==> config.mk <==
export PLATFORM = sky130hd
export DESIGN_NAME = ethernet_mac_decap
export DESIGN_NICKNAME = d
export VERILOG_FILES = /design/src/rtl/ethernet_mac_decap.sv
export SDC_FILE = /design/constraint.sdc
export NUM_CORES = 1
export LEC_CHECK = 0
export ABC_AREA = 1
export BUFFER_PORTS_ARGS = -buffer_cell sky130_fd_sc_hd__buf_2
export CAP_MARGIN = 20
export CORE_AREA = 4 4 142 144
export CTS_BUF_LIST = sky130_fd_sc_hd__clkbuf_2 sky130_fd_sc_hd__clkbuf_4 sky130_fd_sc_hd__clkbuf_8
export CTS_CLUSTER_DIAMETER = 60
export DETAILED_ROUTE_END_ITERATION = 16
export DIE_AREA = 0 0 146 148
export GPL_ROUTABILITY_DRIVEN = 0
export GPL_TIMING_DRIVEN = 0
export PLACE_DENSITY = 0.5
export SYNTH_ARGS = -nofsm -noshare
export SYNTH_HDL_FRONTEND = slang
export SYNTH_SLANG_ARGS = --single-unit
export TNS_END_PERCENT = 20
==> constraint.sdc <==
create_clock -name clk -period 4.3 [get_ports clk]
set_input_delay 0.215 -clock clk [delete_from_list [all_inputs] [get_ports clk]]
set_output_delay 0.215 -clock clk [all_outputs]
set_load 0.03 [all_outputs]
==> src/rtl/ethernet_mac_decap.sv <==
// GMII receive decapsulation: strips preamble/SFD/FCS, checks CRC-32 and length, emits byte AXI-Stream.
// Define ETH_RX_STATS_EN to add saturating rx_good_count / rx_bad_count frame counters.
module ethernet_mac_decap #(
  parameter int MIN_PAYLOAD_LENGTH = 46,
  parameter int MAX_PAYLOAD_LENGTH = 1500
) (
  input  logic        clk,
  input  logic        reset,
  input  logic        clk_enable,
  input  logic [7:0]  gmii_rxd,
  input  logic        gmii_rxdv,
  input  logic        gmii_rxer,
  output logic [7:0]  tdata,
  output logic        tvalid,
  output logic        tlast,
  output logic        tuser
`ifdef ETH_RX_STATS_EN
  ,
  output logic [31:0] rx_good_count,
  output logic [31:0] rx_bad_count
`endif
);

  // state     | meaning
  // WAIT_IDLE | wait for rxdv low so we never lock on mid-frame
  // IDLE      | hunting for preamble or SFD
  // PREAMBLE  | inside a run of 0x55
  // DATA      | frame bytes; last four held back so the FCS never reaches tdata
  typedef enum logic [1:0] {WAIT_IDLE, IDLE, PREAMBLE, DATA} state_t;

  localparam int MIN_FRAME_LENGTH = MIN_PAYLOAD_LENGTH + 14;
  localparam int MAX_FRAME_LENGTH = MAX_PAYLOAD_LENGTH + 14;
  localparam int LW = $clog2(MAX_FRAME_LENGTH + 6);
  localparam logic [LW-1:0] LEN_SAT  = LW'(MAX_FRAME_LENGTH + 5);
  localparam logic [LW-1:0] LEN_MIN  = LW'(MIN_FRAME_LENGTH + 4);
  localparam logic [LW-1:0] LEN_MAX  = LW'(MAX_FRAME_LENGTH + 4);
  localparam logic [LW-1:0] LEN_DLY  = LW'(4);
  localparam logic [LW-1:0] LEN_HOLD = LW'(5);
  localparam logic [31:0]   CRC_RESIDUE = 32'hDEBB20E3;

  state_t          state;
  logic [LW-1:0]   len;
  logic [31:0]     crc;
  logic [3:0][7:0] dly;
  logic [7:0]      hold;
  logic            err;
  logic            frame_bad;
  logic            sfd_seen;
`ifdef ETH_RX_STATS_EN
  logic            runt_drop;
`endif

  function automatic logic [31:0] crc_byte(input logic [31:0] c, input logic [7:0] d);
    logic [31:0] r;
    r = c;
    for (int i = 0; i < 8; i++)
      r = (r[0] ^ d[i]) ? ((r >> 1) ^ 32'hEDB88320) : (r >> 1);
    return r;
  endfunction

  assign frame_bad = (crc != CRC_RESIDUE) | err | gmii_rxer | (len < LEN_MIN) | (len > LEN_MAX);
  assign sfd_seen  = (state == IDLE || state == PREAMBLE) && gmii_rxdv && (gmii_rxd == 8'hD5);

  always_ff @(posedge clk or negedge reset) begin
    if (!reset) begin
      state  <= WAIT_IDLE;
      len    <= '0;
      crc    <= '1;
      dly    <= '0;
      hold   <= '0;
      err    <= 1'b0;
      tdata  <= '0;
      tvalid <= 1'b0;
      tlast  <= 1'b0;
      tuser  <= 1'b0;
`ifdef ETH_RX_STATS_EN
      runt_drop <= 1'b0;
`endif
    end else begin
      tvalid <= 1'b0;
      tlast  <= 1'b0;
      tuser  <= 1'b0;
`ifdef ETH_RX_STATS_EN
      runt_drop <= 1'b0;
`endif
      if (clk_enable) begin
        if (sfd_seen) begin
          state <= DATA;
          crc   <= '1;
          len   <= '0;
          err   <= 1'b0;
          hold  <= '0;
        end else begin
          case (state)
            WAIT_IDLE: if (!gmii_rxdv) state <= IDLE;
            IDLE:      if (gmii_rxdv) state <= (gmii_rxd == 8'h55) ? PREAMBLE : WAIT_IDLE;
            PREAMBLE: begin
              if (!gmii_rxdv)              state <= IDLE;
              else if (gmii_rxd != 8'h55)  state <= WAIT_IDLE;
            end
            DATA: begin
              if (gmii_rxdv) begin
                err <= err | gmii_rxer;
                crc <= crc_byte(crc, gmii_rxd);
                dly <= {dly[2:0], gmii_rxd};
                if (len == LEN_SAT - LW'(1)) begin
                  // oversize: close the frame as bad and ignore the rest of the burst
                  len    <= LEN_SAT;
                  tdata  <= hold;
                  tvalid <= 1'b1;
                  tlast  <= 1'b1;
                  tuser  <= 1'b1;
                  state  <= WAIT_IDLE;
                end else begin
                  len <= len + LW'(1);
                  if (len >= LEN_DLY) hold <= dly[3];
                  if (len >= LEN_HOLD) begin
                    tdata  <= hold;
                    tvalid <= 1'b1;
                  end
                end
              end else begin
                state <= IDLE;
                if (len >= LEN_HOLD) begin
                  tdata  <= hold;
                  tvalid <= 1'b1;
                  tlast  <= 1'b1;
                  tuser  <= frame_bad;
                end
`ifdef ETH_RX_STATS_EN
                else runt_drop <= 1'b1;
`endif
              end
            end
            default: state <= WAIT_IDLE;
          endcase
        end
      end
    end
  end

`ifdef ETH_RX_STATS_EN
  always_ff @(posedge clk or negedge reset) begin
    if (!reset) begin
      rx_good_count <= '0;
      rx_bad_count  <= '0;
    end else begin
      if (tvalid && tlast && !tuser && rx_good_count != '1)
        rx_good_count <= rx_good_count + 32'd1;
      if (((tvalid && tlast && tuser) || runt_drop) && rx_bad_count != '1)
        rx_bad_count <= rx_bad_count + 32'd1;
    end
  end
`endif

endmodule

# Yosys cells after proc, flatten, opt, wreduce, memory -nomap -nowiden
# Index checks and enable logic that the tools add are counted.
# totals
in_bits	13
wordCells	116
ff_bits	97
# classes
add_sub_neg	1
n_mux	51
bitwise	22
eq_ne	13
n_reduce_logical	12
magnitude_cmp	4
# ops
operator	count
$mux 32	11
$not 13->14	8
$mux 8	8
$mux 11	4
$ne 32x32->1 const B	1
$ge 11x3->1 const B	2
$mux 1	19
$mux 2	8
$add 11x1->11 const B	1
$eq 11x11->1 const B	1
$gt 11x11->1 const B	1
$lt 11x7->1 const B	1
$reduce_and 5->1	2
$eq 8x7->1 const B	1
$eq 8x8->1 const B	1
$ne 8x7->1 const B	1
$pmux 2 s4	1
$xor 1x1->1	8
$ne 3x3->1 const B	2
$reduce_and 3->1	2
$reduce_bool 2->1	3
$or 1x1->1	5
$eq 2x2->1 const B	2
$ne 4x3->1 const B	1
8 further kinds	9

# Depth between registers and ports, before layout
# Gate-level depths: netlist (run 1).
# logic_depth
word_depth	19
mapped_depth	13

# Least setup slack after synthesis (run 1)
# No wires, ideal clock.
# synth_timing
path_type	register to register
from	register state[1]
to	register dly[10] (netlist name)
path_stages_with_launch	12
setup_slack_ps	2593
required_time_ps	4184
period_less_slack_ps	1707
arrival_ps	1591
cell_sequence	dfrtp_1 -> inv_1 -> ha_1 -> nand4_1 -> nand3b_4 -> nand2_2 -> nor2_4 -> inv_2 -> buf_4 -> buf_6 -> nand2_1 -> nand2_1
# synth_between
elab_chain_cells	6
# synth_lines
element	line_no	rtl
start: declaration	41	state_t state;
start signal: assignment	96	IDLE: if (gmii_rxdv) state <= (gmii_rxd == 8'h55) ? PREAMBLE : WAIT_IDLE;
$eq 2x1->1 or $eq 2x2->1 (tied branches)	62	assign sfd_seen = (state == IDLE || state == PREAMBLE) && gmii_rxdv && (gmii_rxd == 8'hD5);
$logic_or 1x1->1	62	
$logic_and 1x1->1 (2 in a row)	62	
$not 1->1 (no line)	--	
$reduce_and 4->1 (no line) (*)	--	
end signal: assignment	105	dly <= {dly[2:0], gmii_rxd};
end: declaration	44	logic [3:0][7:0] dly;
# Mark *: on every way between the ends. The rest lies on a longest branch, timed or not.
# A chain may end at the register's enable or synchronous reset.

# Worst setup path after layout (run 1)
# layout_timing
from	register state[1]
to	register crc[24]
# layout_between
elab_chain_cells	6
# layout_lines
element	line_no	rtl
$eq 2x1->1 or $eq 2x2->1 (tied branches)	62	
$logic_or 1x1->1	62	
$logic_and 1x1->1 (2 in a row)	62	
$reduce_bool 2->1 (no line)	--	
$reduce_and 3->1 (no line)	--	
end signal: assignment	104	crc <= crc_byte(crc, gmii_rxd);
end: declaration	43	logic [31:0] crc;
# Several ways; a longest one is shown, not always the timed one.

==> impl_metrics.py, run 1 <==
metrics = {
    "outcome": {
        "status": "finished, final reports clean",
    },
    "floorplanning": {
        "ios": 24,
        "coreArea_um2": 18700,
        "fp-row-count": 50,
        "chipWidth_um": 146,
        "start_util_pct": 29.9,
        "die-area_um2": 21600,
        "die_h_um": 148,
    },
    "worst_hold_path": {
        "hold_start": "gmii_rxd[6]",
        "worstHoldPathCells": 3,
        "hold_path.class": "in -> reg",
        "hold_end": "dly[6]",
    },
    "synthesis": {
        "syn_area_um2": 5590,
        "ys_ff_latch": 97,
        "synthArstFlopShare_pct": 100,
        "synthTopCellsByCount": "301 x nand2_1, 82 x inv_1, 65 x dfrtp_1",
        "synth_area_leaders": "dfrtp_1 29%, nand2_1 20%, dfstp_2 15%",
        "synth_most_common_cell": "nand2_1",
        "synth_seq_area_share_pct": 44.1,
        "synth-edff-count": 0,
        "yosysTopAreaCell": "dfrtp_1",
        "synth.distinct_cells": 33,
        "synth_top_area_share_pct": 29.1,
        "syn-num-nets": 765,
        "syn_avg_cell_area_um2": 7.50,
        "yosysWarnings": 0,
        "syn_inst": 746,
        "ys.flop_type": "dfrtp_1",
    },
    "setup_path": {
        "reg2reg_from": "state[1]",
        "r2r.worst_path.cells": 9,
        "worstSetupPathType": "reg -> reg",
        "crit_required_ps": 4630,
        "slowest_delay_ps": 460,
        "path_buf_inv": 2,
        "worstPathArrival_ps": 2460,
        "end_kind": "flip-flop",
        "path_cells": "inv_1 > ha_1 > nand4_1 > nand3b_4 > inv_1 > nor2_1 > nand3_1 > nand3_1 > nand2_1",
        "r2r_end": "crc[24]",
        "cp_max_fo": 6,
        "slowest_stage": "dfrtp_1",
        "cp_top_family": "simple AND/OR/NAND/NOR gates",
        "start_kind": "flip-flop",
        "r2r_slack_ps": 2170,
    },
    "cts": {
        "cts.sinks": 97,
        "cts_setup_buffers": 0,
        "cts_inserted_buffers": 9,
        "htree_levels": 3,
        "cts_tree": "built",
        "cts_max_path_buffers": 2,
        "clk_pin_slew_ps": 110,
        "insertion_delay_ps": 390,
        "cts-root-buf": "clkbuf_8",
    },
    "pwr": {
        "p_leak_nw": 3.38,
        "finalPower_mw": 1.96,
        "power_density_nw_per_um2": 314,
        "vdd_drop_max_v": 0.000137,
    },
    "route": {
        "via_per_inst": 4.59,
        "drc": 0,
        "first_pass_iters": 5,
        "vias": 4673,
        "drtIter0Drc": 247,
        "routedWlPerCell_um": 15.0,
        "antenna_left": 0,
        "drt_wl_total_um": 15300,
    },
    "global_routing": {
        "grt_pass1_wl_um": 24900,
        "grt_max_degree": 50,
        "grt_overflow": 0,
        "antenna_found_initial": 0,
        "grt_pass1_vias": 4604,
        "track_usage_pct": 14.7,
    },
    "finish": {
        "syn2layout_area_growth_pct": 11.5,
        "drive_gt1_share_pct": 15.8,
        "n_antenna_cell": 0,
        "nets": 799,
        "fin_cells": 1019,
        "fin_util_pct": 33.3,
    },
    "sta": {
        "setup_viol_count_final": 0,
        "slew_headroom_pct": 54.6,
        "finalHoldViolCount": 0,
        "worst_pin_slew_ps": 681,
        "maxSlewViolCount": 0,
        "worst_slack_ps": 2170,
        "fin_crit_ps": 2130,
        "fin_crit_sh_pct": 49.6,
        "clock_skew_ps": 13.9,
        "fmax_mhz": 469,
        "rsz0062_at_grt": "false",
        "finalSetupTns_ps": 0,
    },
    "job": {
        "max_cap_viol_count": 0,
    },
    "placement": {
        "dp_hpwl_um": 11200,
        "io_buffers": 21,
        "dp_cells": 1002,
        "dp_slack_ps": 2180,
    },
}
## cell usage in the layout, fill, tap and decap left out, types with 2 or more instances in the layout
| cell type | Yosys | final |
|---|---|---|
| o21ai_0 | 38 | 38 |
| dfrtp_1 | 65 | 65 |
| clkbuf_8 | 0 | 9 |
| o211ai_1 | 3 | 3 |
| buf_6 | 3 | 3 |
| nand3_1 | 55 | 55 |
| xor2_1 | 34 | 34 |
| inv_1 | 82 | 82 |
| nor3_1 | 7 | 7 |
| buf_2 | 8 | 28 |
| a22oi_2 | 8 | 8 |
| nand4_1 | 11 | 11 |
| inv_2 | 5 | 5 |
| a21oi_1 | 7 | 7 |
| nand2_2 | 13 | 13 |
| buf_4 | 7 | 8 |
| o22ai_1 | 6 | 6 |
| ha_1 | 6 | 6 |
| nor2_4 | 2 | 2 |
| o21ai_1 | 4 | 4 |
| nor2_1 | 32 | 32 |
| nand2_1 | 301 | 301 |
| xnor2_1 | 6 | 6 |
| nor2_2 | 2 | 2 |
| dfstp_2 | 32 | 32 |
| inv_8 | 0 | 4 |
| clkinv_4 | 0 | 2 |
## timing repair
action,4_1_cts,5_1_grt
gates resized for setup,0,0
endpoints found under the hold margin,30,0
hold buffers,1,0
endpoints found under the setup margin,0,0
## through the flow
stage / hold WS, ps / cell area [µm²]
2_1_floorplan: -80.6 / 5590
3_3_place_gp: 453 / 5990
3_5_place_dp: 311 / 6020
4_1_cts: 119 / 6230
5_1_grt: 129 / 6230
6_report: 130 / 6230
## worst min-delay path: cells and delay by family
family,cells,cell delay (ps)
AND/OR/NAND/NOR,2,120
buffers and inverters,1,160
## where the power goes
group	switching [mW]	internal [mW]	leakage (nW)
clock	0.391	0.234	0.104
sequential	0.0293	0.952	1.14
combinational	0.233	0.119	2.14
total	0.654	1.30	3.38
## layout make-up
cell class / count / area (µm²)
buffer: 18 / 126
clock inverter: 7 / 78.8
sequential: 97 / 2470
clock buffer: 9 / 124
multi-input combinational: 543 / 2670
inverter: 88 / 333
tap: 234 / 293
timing repair buffer: 23 / 145
fill: 2064 / 12500
## logic make-up (layout without fill, tap and decap cells)
| family | Yosys count | count (layout) | synth area share (%) |
|---|---|---|---|
| AND/OR/NAND/NOR | 428 | 428 | 32.2 |
| AO/OA/AOI/OAI | 69 | 69 | 7.90 |
| XOR/XNOR | 40 | 40 | 6.27 |
| buffers and inverters | 106 | 145 | 8.21 |
| flip-flops | 97 | 97 | 44.1 |
| adder cells (fa/ha/maj) | 6 | 6 | 1.34 |
## worst max path at each step
stage                         from       to  depth (start not counted)
after floorplan           state[1]  dly[10]                         11
after global placement       reset   dly[1]                          1
after detailed placement  state[0]  crc[24]                          9
after CTS                 state[1]  crc[24]                          8
after global routing      state[1]  crc[12]                          8
final                     state[1]  crc[24]                          9
## registers in the layout, summed over array words and instances, names as in the netlist
signal	cells
err	1
hold	8
dly	32
tuser	1
tvalid	1
tdata	8
state	2
crc	32
tlast	1
len	11
## layer usage
layer  GRT usage, %  up-vias  share of wire, %
met4           6.11        0               3.2
met1           18.8     2130                47
met3           3.19       35               4.3
li1               -     2413                 -
met5              0        -                 0
met2           24.2       95                46
(Power assumes the default switching activity.)
==> run 2, diff against run 1 <==
==> constraint.sdc (replaced) <==
create_clock -name clk -period 2 [get_ports clk]
set_input_delay 0.1 -clock clk [delete_from_list [all_inputs] [get_ports clk]]
set_output_delay 0.1 -clock clk [all_outputs]
set_load 0.03 [all_outputs]
==> run 2 against run 1 <==
  * Hold slack got worse by 120 ps
  * Register-to-register slack got worse by 2100 ps
  * Sequential power increased by 110%
  * Via count is 0.90% higher
  * Routed wire length grew 0.87%
  * Sequential cell count stayed put
  * Clock power up 120%
  * Worst setup slack lost 2100 ps
  * Largest cell class unchanged
==> impl_metrics.py, run 2 (same netlist as run 1, synthesis figures left out) <==
metrics = {
    "cts": {
        "cts_tree": "built",
        "cts-root-buf": "clkbuf_8",
        "insertion_delay_ps": 400,
        "htree_levels": 3,
        "cts.sinks": 97,
        "cts_inserted_buffers": 9,
        "cts_max_path_buffers": 2,
        "clk_pin_slew_ps": 110,
    },
    "sta": {
        "maxSlewViolCount": 0,
        "slew_headroom_pct": 54.8,
        "rsz0062_at_grt": "true",
        "worst_pin_slew_ps": 677,
        "fin_crit_sh_pct": 95.0,
        "setup_viol_count_final": 0,
        "worst_slack_ps": 100,
        "clock_skew_ps": 15.8,
        "fin_crit_ps": 1900,
        "fmax_mhz": 526,
        "finalHoldViolCount": 0,
    },
    "floorplanning": {
        "coreArea_um2": 18700,
        "ios": 24,
        "fp-row-count": 50,
        "die-area_um2": 21600,
        "die_h_um": 148,
        "chipWidth_um": 146,
        "start_util_pct": 29.9,
    },
    "setup_path": {
        "cpMostUsedCell": "nand3_1",
        "path_cells": "inv_1 > ha_1 > nand4_1 > nand3b_4 > clkinvlp_4 > buf_4 > nor2_4 > nand3_1 > nand3_1 > nand2_1",
        "start_kind": "flip-flop",
        "cp_max_fo": 5,
        "slowest_stage": "dfrtp_1",
        "crit_required_ps": 2330,
        "worstPathArrival_ps": 2230,
        "slowest_delay_ps": 370,
        "worstSetupPathType": "reg -> reg",
        "end_kind": "flip-flop",
    },
    "finish": {
        "final-seq-area_um2": 2470,
        "drive_gt1_share_pct": 17.4,
        "nets": 808,
        "reg.largest.list": "crc: 32 flops, dly: 32 flops, len: 11 flops",
        "syn2layout_area_growth_pct": 14.0,
        "fill_cells": 2049,
        "n_antenna_cell": 0,
        "layout_common_cells": "299 x nand2_1, 81 x inv_1, 65 x dfrtp_1",
        "multi_input_area_um2": 2720,
        "fin_cells": 1028,
        "final_common_cell": "nand2_1",
    },
    "route": {
        "drc": 0,
        "antenna_left": 0,
        "drt_wl_total_um": 15400,
        "drtIter0Drc": 307,
        "first_pass_iters": 5,
        "via_per_inst": 4.59,
        "vias": 4715,
        "routedWlPerCell_um": 15.0,
    },
    "global_routing": {
        "track_usage_pct": 14.7,
        "grt_max_degree": 50,
        "grt_pass1_wl_um": 25000,
        "antenna_found_initial": 0,
        "grt_pass1_vias": 4623,
        "grt_overflow": 0,
    },
    "pwr": {
        "vdd_drop_max_v": 0.000308,
        "power_density_nw_per_um2": 666,
        "p_leak_nw": 3.43,
    },
    "placement": {
        "dp_hpwl_um": 11200,
        "dp_slack_ps": -124,
        "dp_cells": 1002,
        "io_buffers": 21,
    },
    "outcome": {
        "status": "finished, final reports clean",
    },
    "job": {
        "max_cap_viol_count": 0,
    },
    "worst_hold_path": {
        "hold_path.class": "in -> reg",
    },
}
## run 2: critical path: cells and delay by family, from the launching register on
kind	cells	cell delay, ps
and+or+nand+nor	6	780
DFF	1	370
buffers and inverters	3	360
adders and majority gates	1	310
## run 2: cell type report
class	count	share of cell area, %
repair buffers	32	3.34
inverters	88	5.32
clock inverters	7	1.24
flip-flops and latches	97	38.7
well taps	234	4.59
plain buffers	18	2.20
clock buffers	9	1.94
multi-input cells	543	42.6
## run 2: repair_timing
action,4_1_cts,5_1_grt
hold buffers,1,0
endpoints found under the setup margin,42,42
setup buffers,4,5
hold endpoints to repair,30,0
pin swaps,1,3
resized for setup,3,15
## run 2: path summary, 6_finish.rpt
path | startpoint | end | slack [ps] | cells past startpoint
worst max-delay path | state[0] | crc[24] | 100 | 10
worst min-delay path | gmii_rxd[6] | dly[6] | 10 | 3
worst max register to register | state[0] | crc[24] | 100 | 10
worst min register to register | dly[12] | dly[20] | 480 | 2
max in group asynchronous | reset | crc[5] | 970 | 3
min in group asynchronous | reset | len[3] | 280 | 2
## run 2: metal layers
layer	part of all wire [%]	vias to the layer above	track usage (%)
li1	-	2426	-
met4	3.4	0	6.11
met2	46	79	24.2
met3	4.0	35	3.19
met1	46	2175	18.9
met5	0	-	0
## run 2: power by group
part | internal [mW] | total [mW] | switching, mW
Sequential | 2.05 | 2.10 | 0.0566
Combinational | 0.275 | 0.792 | 0.517
Clock | 0.502 | 1.35 | 0.845
Total | 2.82 | 4.24 | 1.42
## run 2: metrics by stage
stage / area, µm² / setup TNS (ps) / total power [mW] / util (%) / hold slack [ps]
finish: 6370 / 0 / 4.24 / 34.1 / 13.5
global route: 6370 / -63.8 / 4.51 / 34.1 / 13.7
CTS: 6270 / 0 / 4.30 / 33.5 / 3.52
detailed placement: 6020 / -1110 / 2.90 / 32.2 / 196
global placement: 5990 / -22970 / 2.89 / 32.0 / 439
floorplan: 5590 / 0 / 2.68 / - / -196
